File: src/rtl/ram_lookup_pkg.sv
// Shared types for the name/value store lookup: key character width and FSM encoding.
package ram_lookup_pkg;
  localparam int BYTE_SZ       = 8;
  localparam int MAX_STRING_SZ = 8;

  typedef logic [BYTE_SZ*MAX_STRING_SZ-1:0] char_t;

  typedef enum logic [1:0] {IDLE, SCAN, VAL, RESP} lookup_state_t;
endpackage

File: src/rtl/ram_lookup_pair_cmp.sv
// Compares an even/odd pair of mem0 entries against the key; even entry wins on a double match.
module ram_lookup_pair_cmp #(
  parameter int KEY_W = 64
) (
  input  logic [KEY_W-1:0] key_i,
  input  logic [KEY_W-1:0] d0_i,
  input  logic [KEY_W-1:0] d1_i,
  input  logic             v0_i,
  input  logic             v1_i,
  output logic             hit_o,
  output logic             sel_o
);
  logic m0, m1;

  assign m0    = v0_i && (d0_i == key_i);
  assign m1    = v1_i && (d1_i == key_i);
  assign hit_o = m0 || m1;
  assign sel_o = !m0 && m1;
endmodule

File: src/rtl/ram_lookup.sv
// Key lookup over the two-RAM name/value store, scanning mem0 two entries per cycle.
// Optional RAM_LOOKUP_STATS_EN adds saturating hit/miss response counters.
module ram_lookup
  import ram_lookup_pkg::*;
#(
  parameter int ADDRWIDTH = 3,
  parameter int KEY_W     = BYTE_SZ*MAX_STRING_SZ,
  parameter int VAL_W     = BYTE_SZ
) (
  input  logic                 clk,
  input  logic                 rst,
  input  logic                 req_valid,
  output logic                 req_ready,
  input  logic [KEY_W-1:0]     req_key,
  input  logic [ADDRWIDTH:0]   req_count,
  output logic                 resp_valid,
  input  logic                 resp_ready,
  output logic                 resp_hit,
  output logic [VAL_W-1:0]     resp_val,
  output logic [ADDRWIDTH-1:0] resp_addr,
  output logic                 key_en_r1_n,
  output logic [ADDRWIDTH-1:0] key_addr_r1,
  input  logic [KEY_W-1:0]     key_data_r1,
  output logic                 key_en_r2_n,
  output logic [ADDRWIDTH-1:0] key_addr_r2,
  input  logic [KEY_W-1:0]     key_data_r2,
  output logic                 val_en_r_n,
  output logic [ADDRWIDTH-1:0] val_addr_r,
  input  logic [VAL_W-1:0]     val_data_r
`ifdef RAM_LOOKUP_STATS_EN
  ,
  output logic [15:0]          hit_cnt,
  output logic [15:0]          miss_cnt
`endif
);
  localparam int AW = ADDRWIDTH;

  lookup_state_t  state_q, state_d;
  logic [KEY_W-1:0] key_q, key_d;
  logic [AW:0]    cnt_q, cnt_d;
  logic [AW-1:0]  p_q, p_d;
  logic           pend_q, pend_d;
  logic           v2_q, v2_d;
  logic [AW-1:0]  base_q, base_d;
  logic           hit_q, hit_d;
  logic [VAL_W-1:0] val_q, val_d;
  logic [AW-1:0]  addr_q, addr_d;

  logic [AW:0]    npairs, even_a, odd_a;
  logic [AW-1:0]  match_a;
  logic           cmp_v0, cmp_v1, cmp_hit, cmp_sel;

  assign cmp_v0 = (state_q == SCAN) && pend_q;
  assign cmp_v1 = cmp_v0 && v2_q;

  ram_lookup_pair_cmp #(.KEY_W(KEY_W)) u_cmp (
    .key_i (key_q),
    .d0_i  (key_data_r1),
    .d1_i  (key_data_r2),
    .v0_i  (cmp_v0),
    .v1_i  (cmp_v1),
    .hit_o (cmp_hit),
    .sel_o (cmp_sel)
  );

  assign npairs  = (cnt_q + {{AW{1'b0}}, 1'b1}) >> 1;
  assign even_a  = {p_q, 1'b0};
  assign odd_a   = {p_q, 1'b1};
  assign match_a = base_q | AW'(cmp_sel);

  assign req_ready  = (state_q == IDLE);
  assign resp_valid = (state_q == RESP);
  assign resp_hit   = hit_q;
  assign resp_val   = val_q;
  assign resp_addr  = addr_q;

  always_comb begin
    state_d     = state_q;
    key_d       = key_q;
    cnt_d       = cnt_q;
    p_d         = p_q;
    pend_d      = pend_q;
    v2_d        = v2_q;
    base_d      = base_q;
    hit_d       = hit_q;
    val_d       = val_q;
    addr_d      = addr_q;
    key_en_r1_n = 1'b1;
    key_addr_r1 = '0;
    key_en_r2_n = 1'b1;
    key_addr_r2 = '0;
    val_en_r_n  = 1'b1;
    val_addr_r  = '0;
    unique case (state_q)
      IDLE: begin
        if (req_valid) begin
          key_d   = req_key;
          cnt_d   = req_count;
          p_d     = '0;
          pend_d  = 1'b0;
          v2_d    = 1'b0;
          hit_d   = 1'b0;
          val_d   = '0;
          addr_d  = '0;
          state_d = (req_count == '0) ? RESP : SCAN;
        end
      end
      SCAN: begin
        if (cmp_hit) begin
          val_en_r_n = 1'b0;
          val_addr_r = match_a;
          hit_d      = 1'b1;
          addr_d     = match_a;
          state_d    = VAL;
        end else if ({1'b0, p_q} < npairs) begin
          key_en_r1_n = 1'b0;
          key_addr_r1 = even_a[AW-1:0];
          // Odd slot past the table end is left unread and never compared.
          if (odd_a < cnt_q) begin
            key_en_r2_n = 1'b0;
            key_addr_r2 = odd_a[AW-1:0];
          end
          v2_d   = (odd_a < cnt_q);
          pend_d = 1'b1;
          base_d = even_a[AW-1:0];
          p_d    = p_q + 1'b1;
        end else begin
          // A miss also drains through VAL so the response slot is uniform.
          state_d = VAL;
        end
      end
      VAL: begin
        if (hit_q) val_d = val_data_r;
        state_d = RESP;
      end
      RESP: begin
        if (resp_ready) state_d = IDLE;
      end
      default: state_d = IDLE;
    endcase
  end

  always_ff @(posedge clk or posedge rst) begin
    if (rst) begin
      state_q <= IDLE;
      key_q   <= '0;
      cnt_q   <= '0;
      p_q     <= '0;
      pend_q  <= 1'b0;
      v2_q    <= 1'b0;
      base_q  <= '0;
      hit_q   <= 1'b0;
      val_q   <= '0;
      addr_q  <= '0;
    end else begin
      state_q <= state_d;
      key_q   <= key_d;
      cnt_q   <= cnt_d;
      p_q     <= p_d;
      pend_q  <= pend_d;
      v2_q    <= v2_d;
      base_q  <= base_d;
      hit_q   <= hit_d;
      val_q   <= val_d;
      addr_q  <= addr_d;
    end
  end

`ifdef RAM_LOOKUP_STATS_EN
  logic [15:0] hit_cnt_q, miss_cnt_q;
  logic        resp_fire;

  assign resp_fire = resp_valid && resp_ready;
  assign hit_cnt   = hit_cnt_q;
  assign miss_cnt  = miss_cnt_q;

  always_ff @(posedge clk or posedge rst) begin
    if (rst) begin
      hit_cnt_q  <= '0;
      miss_cnt_q <= '0;
    end else if (resp_fire) begin
      if (hit_q && hit_cnt_q != 16'hFFFF)   hit_cnt_q  <= hit_cnt_q + 16'd1;
      if (!hit_q && miss_cnt_q != 16'hFFFF) miss_cnt_q <= miss_cnt_q + 16'd1;
    end
  end
`endif
endmodule

File: config.mk
export PLATFORM = sky130hd
export DESIGN_NAME = ram_lookup
export DESIGN_NICKNAME = d
export VERILOG_FILES = /design/src/rtl/ram_lookup_pkg.sv /design/src/rtl/ram_lookup_pair_cmp.sv /design/src/rtl/ram_lookup.sv
export SDC_FILE = /design/constraint.sdc
export NUM_CORES = 1
export LEC_CHECK = 0
export ABC_AREA = 0
export CAP_MARGIN = 25
export CORE_MARGIN = 2
export CORE_UTILIZATION = 43
export CTS_CLUSTER_DIAMETER = 60
export CTS_CLUSTER_SIZE = 20
export DETAILED_ROUTE_END_ITERATION = 7
export PLACE_DENSITY = 0.82
export SLEW_MARGIN = 15
export SYNTH_ARGS = -nofsm -noshare
export SYNTH_HDL_FRONTEND = slang
export SYNTH_HIERARCHICAL = 1
export SYNTH_SLANG_ARGS = --single-unit
File: constraint.sdc
create_clock -name clk -period 3.5 [get_ports clk]
set_clock_uncertainty 0.05 [all_clocks]
set_input_delay 0.7 -clock clk [delete_from_list [all_inputs] [get_ports clk]]
set_output_delay 0.7 -clock clk [all_outputs]
set_load 0.05 [all_outputs]
* After elaboration in Yosys (flattened, before gate mapping)
Cells that the tools add are included.
** Storage, ports and cells
- Register bits :: 89
- Input port bits :: 208
- Output and inout bits :: 26
- Logic and storage cells :: 87
** Operators by class
- Add/subtract/negate cells :: 2
- $lt $le $gt $ge :: 2
- Equality and inequality tests :: 12
- Muxes and demuxes :: 42
- Bitwise logic cells :: 2
- Reductions and logical operators :: 17
** Operators by type and width (number)
- $eq 64x64->1 :: 2
- $mux 3 :: 13
- $mux 8 :: 2
- $pmux 8 s2 :: 1
- $mux 1 :: 15
- $pmux 3 s2 :: 2
- $reduce_and 3->1 :: 4
- $mux 2 :: 5
- $ne 2x2->1 const B :: 4
- $pmux 2 s4 :: 1
- $pmux 1 s2 :: 3
- $logic_and 1x1->1 :: 5
- $add 4x1->4 const B :: 1
- $eq 2x2->1 const B :: 2
- $logic_not 4->1 :: 1
- $lt 4x4->1 :: 1
- $ne 2x1->1 const B :: 2
- $reduce_and 4->1 :: 1
- $reduce_bool 2->1 :: 2
- $add 3x1->3 const B :: 1
- $lt 3x3->1 :: 1
- $ne 3x3->1 const B :: 1
- $or 3x1->3 :: 1
- $eq 2x1->1 const B :: 1
- other kinds (5) :: 5

* Longest topological paths before layout
- Word-level depth :: 8
- Gate-level depth with buffers :: 14
- Gate-level depth less buffers :: 12

* By module
Netlist, hierarchy kept.
** Modules (own cells, without submodules)
- ram_lookup :: times used 1, cells each 294, area an instance 3866.2 um2, seq. area each 2227.1 um2
- ram_lookup_pair_cmp :: times used 1, cells each 191, area an instance 1477.7 um2, seq. area each 0.0 um2

* Worst setup path before layout
No wires, ideal clock.
- Path type :: flip-flop to output port
- From :: reg state_q[1]
- To :: out key_addr_r2[1]
- Arrival time :: 3.103 ns
- Data required time :: 2.750 ns
- Slack :: -0.353 ns
- Stages on the path, launching flop included :: 13
- Path buffers :: 1
- Cells stage by stage :: dfrtp_1 > inv_1 > ha_1 > clkbuf_1 > and3_1 > and4_1 > nand4_1 > nor3_2 > or2_1 > a211oi_4 > o211ai_4 > nor3_4 > and2_1
** Between the ends
- Word-level cells in the longest chain between the ends :: 7
- Elaborated cells between the ends (all ways) :: 8
- Classes of those cells :: 1 x eq/ne; 2 x mux; 5 x reduce/logical
** Ends and longest elaborated chain
- start, declared :: line ram_lookup.sv:38 : lookup_state_t state_q, state_d;
- start signal, assigned :: line ram_lookup.sv:156 : state_q <= state_d;
- $eq 2x1->1 :: line ram_lookup.sv:53 : assign cmp_v0 = (state_q == SCAN) && pend_q;
- $logic_and 1x1->1 :: line ram_lookup.sv:53
- $logic_and 1x1->1 :: line ram_lookup.sv:54 : assign cmp_v1 = cmp_v0 && v2_q;
- named net cmp_v1 :: line ram_lookup.sv:51 : logic cmp_v0, cmp_v1, cmp_hit, cmp_sel;
- $logic_and 1x1->1 :: line ram_lookup_pair_cmp.sv:16 : assign m1 = v1_i && (d1_i == key_i);
- $logic_or 1x1->1 :: line ram_lookup_pair_cmp.sv:17 : assign hit_o = m0 || m1;
- named net cmp_hit :: line ram_lookup.sv:51
- $mux 3 :: line ram_lookup.sv:109 : if (cmp_hit) begin
- $mux 3 :: line ram_lookup.sv:94 : unique case (state_q)
- end, declared :: line ram_lookup.sv:25 : output logic [ADDRWIDTH-1:0] key_addr_r2,
The timed path passes the listed nets, and every way through them passes these cells.

* Worst setup path after layout
- From :: in key_data_r2[37]
- To :: out key_addr_r2[1]
** Between the ends
- Word-level cells in the longest chain between the ends :: 5
** Ends and longest elaborated chain
- start, declared :: line ram_lookup.sv:26 : input logic [KEY_W-1:0] key_data_r2,
- $eq 64x64->1 :: line ram_lookup_pair_cmp.sv:16
- $logic_and 1x1->1 :: line ram_lookup_pair_cmp.sv:16
- $logic_or 1x1->1 :: line ram_lookup_pair_cmp.sv:17
- named net cmp_hit :: line ram_lookup.sv:51
- $mux 3 :: line ram_lookup.sv:109
- $mux 3 :: line ram_lookup.sv:94
The timed path passes the listed nets, and every way through them passes these cells.

==> results.json <==
{
  "crit_fanout": 5,
  "die_area_um2": 13300,
  "drv_cap": 0,
  "die_h_um": 115,
  "grt_pass1_wl_um": 26200,
  "timing.final.ws_setup_ns": -0.00146,
  "ys_types": 51,
  "synth_ff_type": "dfrtp_1",
  "antenna_found_initial": 4,
  "clock_latency_ns": 0.33,
  "arrival_ns": 2.75,
  "slowest_stage": "nor3_4",
  "min_period_ns": 3.50,
  "p_comb_share_pct": 52.5,
  "period_share_pct": 100,
  "seqPwrFrac_pct": 32.9,
  "syn_nets": 703,
  "crit_family": "simple AND/OR/NAND/NOR gates",
  "cp_cell_sequence": "buf_2, xor2_1, nor2_1, and4_1, nand4_1, nor3_2, or2_4, a211oi_4, o211ai_4, nor3_4, and2_4, buf_8",
  "overflow": 0,
  "syn_avg_cell_area_um2": 11.0,
  "slew-limit-headroom_pct": 33.8,
  "clock_sink_count": 89,
  "hold_class": "reg -> reg",
  "slowest_delay_ns": 0.29,
  "grt_pass1_vias": 4965,
  "io_buffers": 232,
  "cts_tree": "built",
  "outcome": "finished, violations left",
  "num_vias": 4689,
  "crit_required_ns": 2.75,
  "routedWlPerCell_um": 19.5,
  "power_switching_mw": 2.59,
  "met3_usage_pct": 7.11,
  "global_route.usage.met2_pct": 45.5,
  "clock_path_buffers": 2,
  "fmax_mhz": 286,
  "ys_warn_count": 6,
  "grt_use_total_pct": 26.1,
  "grt_max_degree": 71,
  "ys_ff_latch": 89,
  "placed_cells": 880,
  "pwr-share-clk_pct": 14.5,
  "swShare_pct": 40.4,
  "setup_viol": 1,
  "path_buf_inv": 2,
  "critPathCaptureType": "primary output",
  "synthCells": 485,
  "dpl_worst_slack_ns": -0.727,
  "htreeDepth": 3,
  "place_congestion": 0.886,
  "drive_gt1_share_pct": 32.1,
  "drc": 0,
  "grt_use_met1_pct": 30.3,
  "drv_slew": 0,
  "internal_power_mw": 3.82,
  "dr.first_iter.drc_count": 165,
  "core-area_um2": 12100,
  "area.growth.synth_to_final_pct": 59.6,
  "initial_core_util_pct": 44.3,
  "fp-row-count": 40,
  "clk_pin_slew_ns": 0.06,
  "rsz0062_at_grt": "yes",
  "drtPass1Iterations": 4,
  "timing_hold_violations_final": 0,
  "netlist_area_um2": 5340,
  "cts-root-buf": "clkbuf_16",
  "violations": "negative setup slack",
  "cts_buffers": 9,
  "critical_path_class": "in -> out",
  "chipWidth_um": 115,
  "grt_busiest_layer": "met2",
  "leakage_nw": 3.76,
  "worst_slew_pin_slew_ns": 0.993,
  "final_nets": 947,
  "p_per_area_nw_per_um2": 752,
  "yosysSeqAreaShare_pct": 41.7,
  "holdWs_ns": 0.452,
  "r2r_slack_ns": 0.69,
  "drt_wl_total_um": 17700,
  "ys_async_sr_fraction_pct": 100,
  "hpwl_um": 13500,
  "synth_edf_count": 0,
  "cp-start-kind": "input port",
  "peakVddDrop_mv": 0.761,
  "io_pins": 234,
  "antenna_left": 0,
  "vias_per_cell": 5.18,
  "instances_no_fill": 905
}
[layout make-up]
cell class                      count  area, um2
Fill cell                         897       3530
Multi-Input combinational cell    358       3420
Timing Repair Buffer              249       2290
Sequential cell                    89       2230
Clock buffer                       11        233
Tap cell                          168        210
Inverter                           22       85.1
Clock inverter                      4       45.0
Antenna cell                        4       10.0
[logic make-up (layout without fill, tap and decap cells)]
family                   after synthesis  in the layout  share of synthesized area [%]
XOR/XNOR                             117            117                           19.2
AND/OR/NAND/NOR                      108            108                           11.9
other                                  1              5                         0.0702
AO/OA/AOI/OAI                         51             51                           6.77
multiplexers                          71             71                           14.9
flip-flops                            89             89                           41.7
adder cells (fa/ha/maj)               10             10                           2.34
buffers and inverters                 38            286                           3.14
[path summary, 6_finish.rpt]
path	from	to	cells past startpoint
setup / recovery	key_data_r2[37]	key_addr_r2[1]	12
hold reg to reg	resp_val[4]	resp_val[4]	2
max in group asynchronous	rst	key_q[63]	3
hold / removal	resp_val[4]	resp_val[4]	2
setup reg to reg	key_q[63]	v2_q	12
min in group asynchronous	rst	key_q[62]	2
[routing by layer]
metal  share of wire (%)  wire length [um]  up-vias
met1                  38              6730     2259
met3                 8.3              1470       38
met5                   0                 0        -
met4                 3.0               536        0
met2                  51              8950      203
li1                    -                 -     2189
[power by group through the flow]
stage | clock network (mW) | registers (mW) | logic, mW
after CTS | 0.952 | 2.08 | 3.15
after global routing | 0.997 | 2.19 | 3.61
after floorplan | 0 | 2.00 | 2.04
final | 0.932 | 2.11 | 3.36
after global placement | 0 | 2.01 | 2.91
after detailed placement | 0 | 2.05 | 2.99
[worst register-to-register path, delay by kind of cell (launching register included)]
| kind | cells | cell delay [ns] |
|---|---|---|
| flip-flops | 1 | 0.42 |
| AND/OR/NAND/NOR | 6 | 1.29 |
| buffers and inverters | 2 | 0.27 |
| XOR/XNOR | 1 | 0.16 |
| AO/OA/AOI/OAI | 3 | 0.50 |
[repair_timing]
item,4_1_cts,5_1_grt
setup endpoints to repair,11,11
hold buffers,0,0
setup buffers,3,7
pin swaps,104,52
resized for setup,217,115
[through the flow]
step	utilization, %	total power [mW]	setup TNS (ns)	instance area [um2]
floorplan	-	4.04	-0.596	5360
global placement	65.8	4.92	-9.66	7940
detailed placement	65.8	5.04	-9.28	7940
CTS	69.3	6.18	0	8360
global route	70.7	6.79	-0.782	8520
finish	70.7	6.41	-0.00146	8530
[cells in the final DEF (no fill, tap or decap), types with 9 or more instances in the layout]
master           instances
buf_4                   16
clkbuf_16                9
clkbuf_2                32
clkdlybuf4s15_1         19
clkdlybuf4s50_1         93
dfrtp_1                 88
dlygate4sd2_1           60
ha_1                     9
inv_1                   15
mux2_2                  68
nand2_1                 20
nand3_1                 10
nand4_1                 21
nor4_2                   9
o21ai_0                 14
xnor2_1                 44
xnor2_2                 22
xor2_1                  43
[cells in the mapped netlist, drive strengths merged (2+ instances only)]
cell     instances  area, um2
dfrtp           89       2230
mux2            68        766
xnor2           67        587
xor2            50        438
inv             22       82.6
nand2           21       78.8
nand4           21        131
nor4            15        106
o21ai           15       75.1
buf             13       73.8
ha              10        125
nand3           10       50.1
nor2b           10       65.1
and3             9       66.3
a21oi            8       40.0
nor2             8       32.5
nor3             5       46.3
o22ai            5       31.3
a31oi            4       25.0
a2111oi          3       32.5
and2             3       18.8
clkbuf           3       11.3
mux2i            3       30.0
o211ai           3       36.3
a21o             2       17.5
a22o             2       17.5
a22oi            2       15.0
nand2b           2       12.5
[registers in the layout, indices dropped and copies added (netlist names)]
register   count
base_q         2
resp_hit       1
state_q        2
cnt_q          4
pend_q         1
key_q         64
p_q            3
resp_addr      3
v2_q           1
resp_val       8
Note: power is estimated with default switching activity, not from simulation.
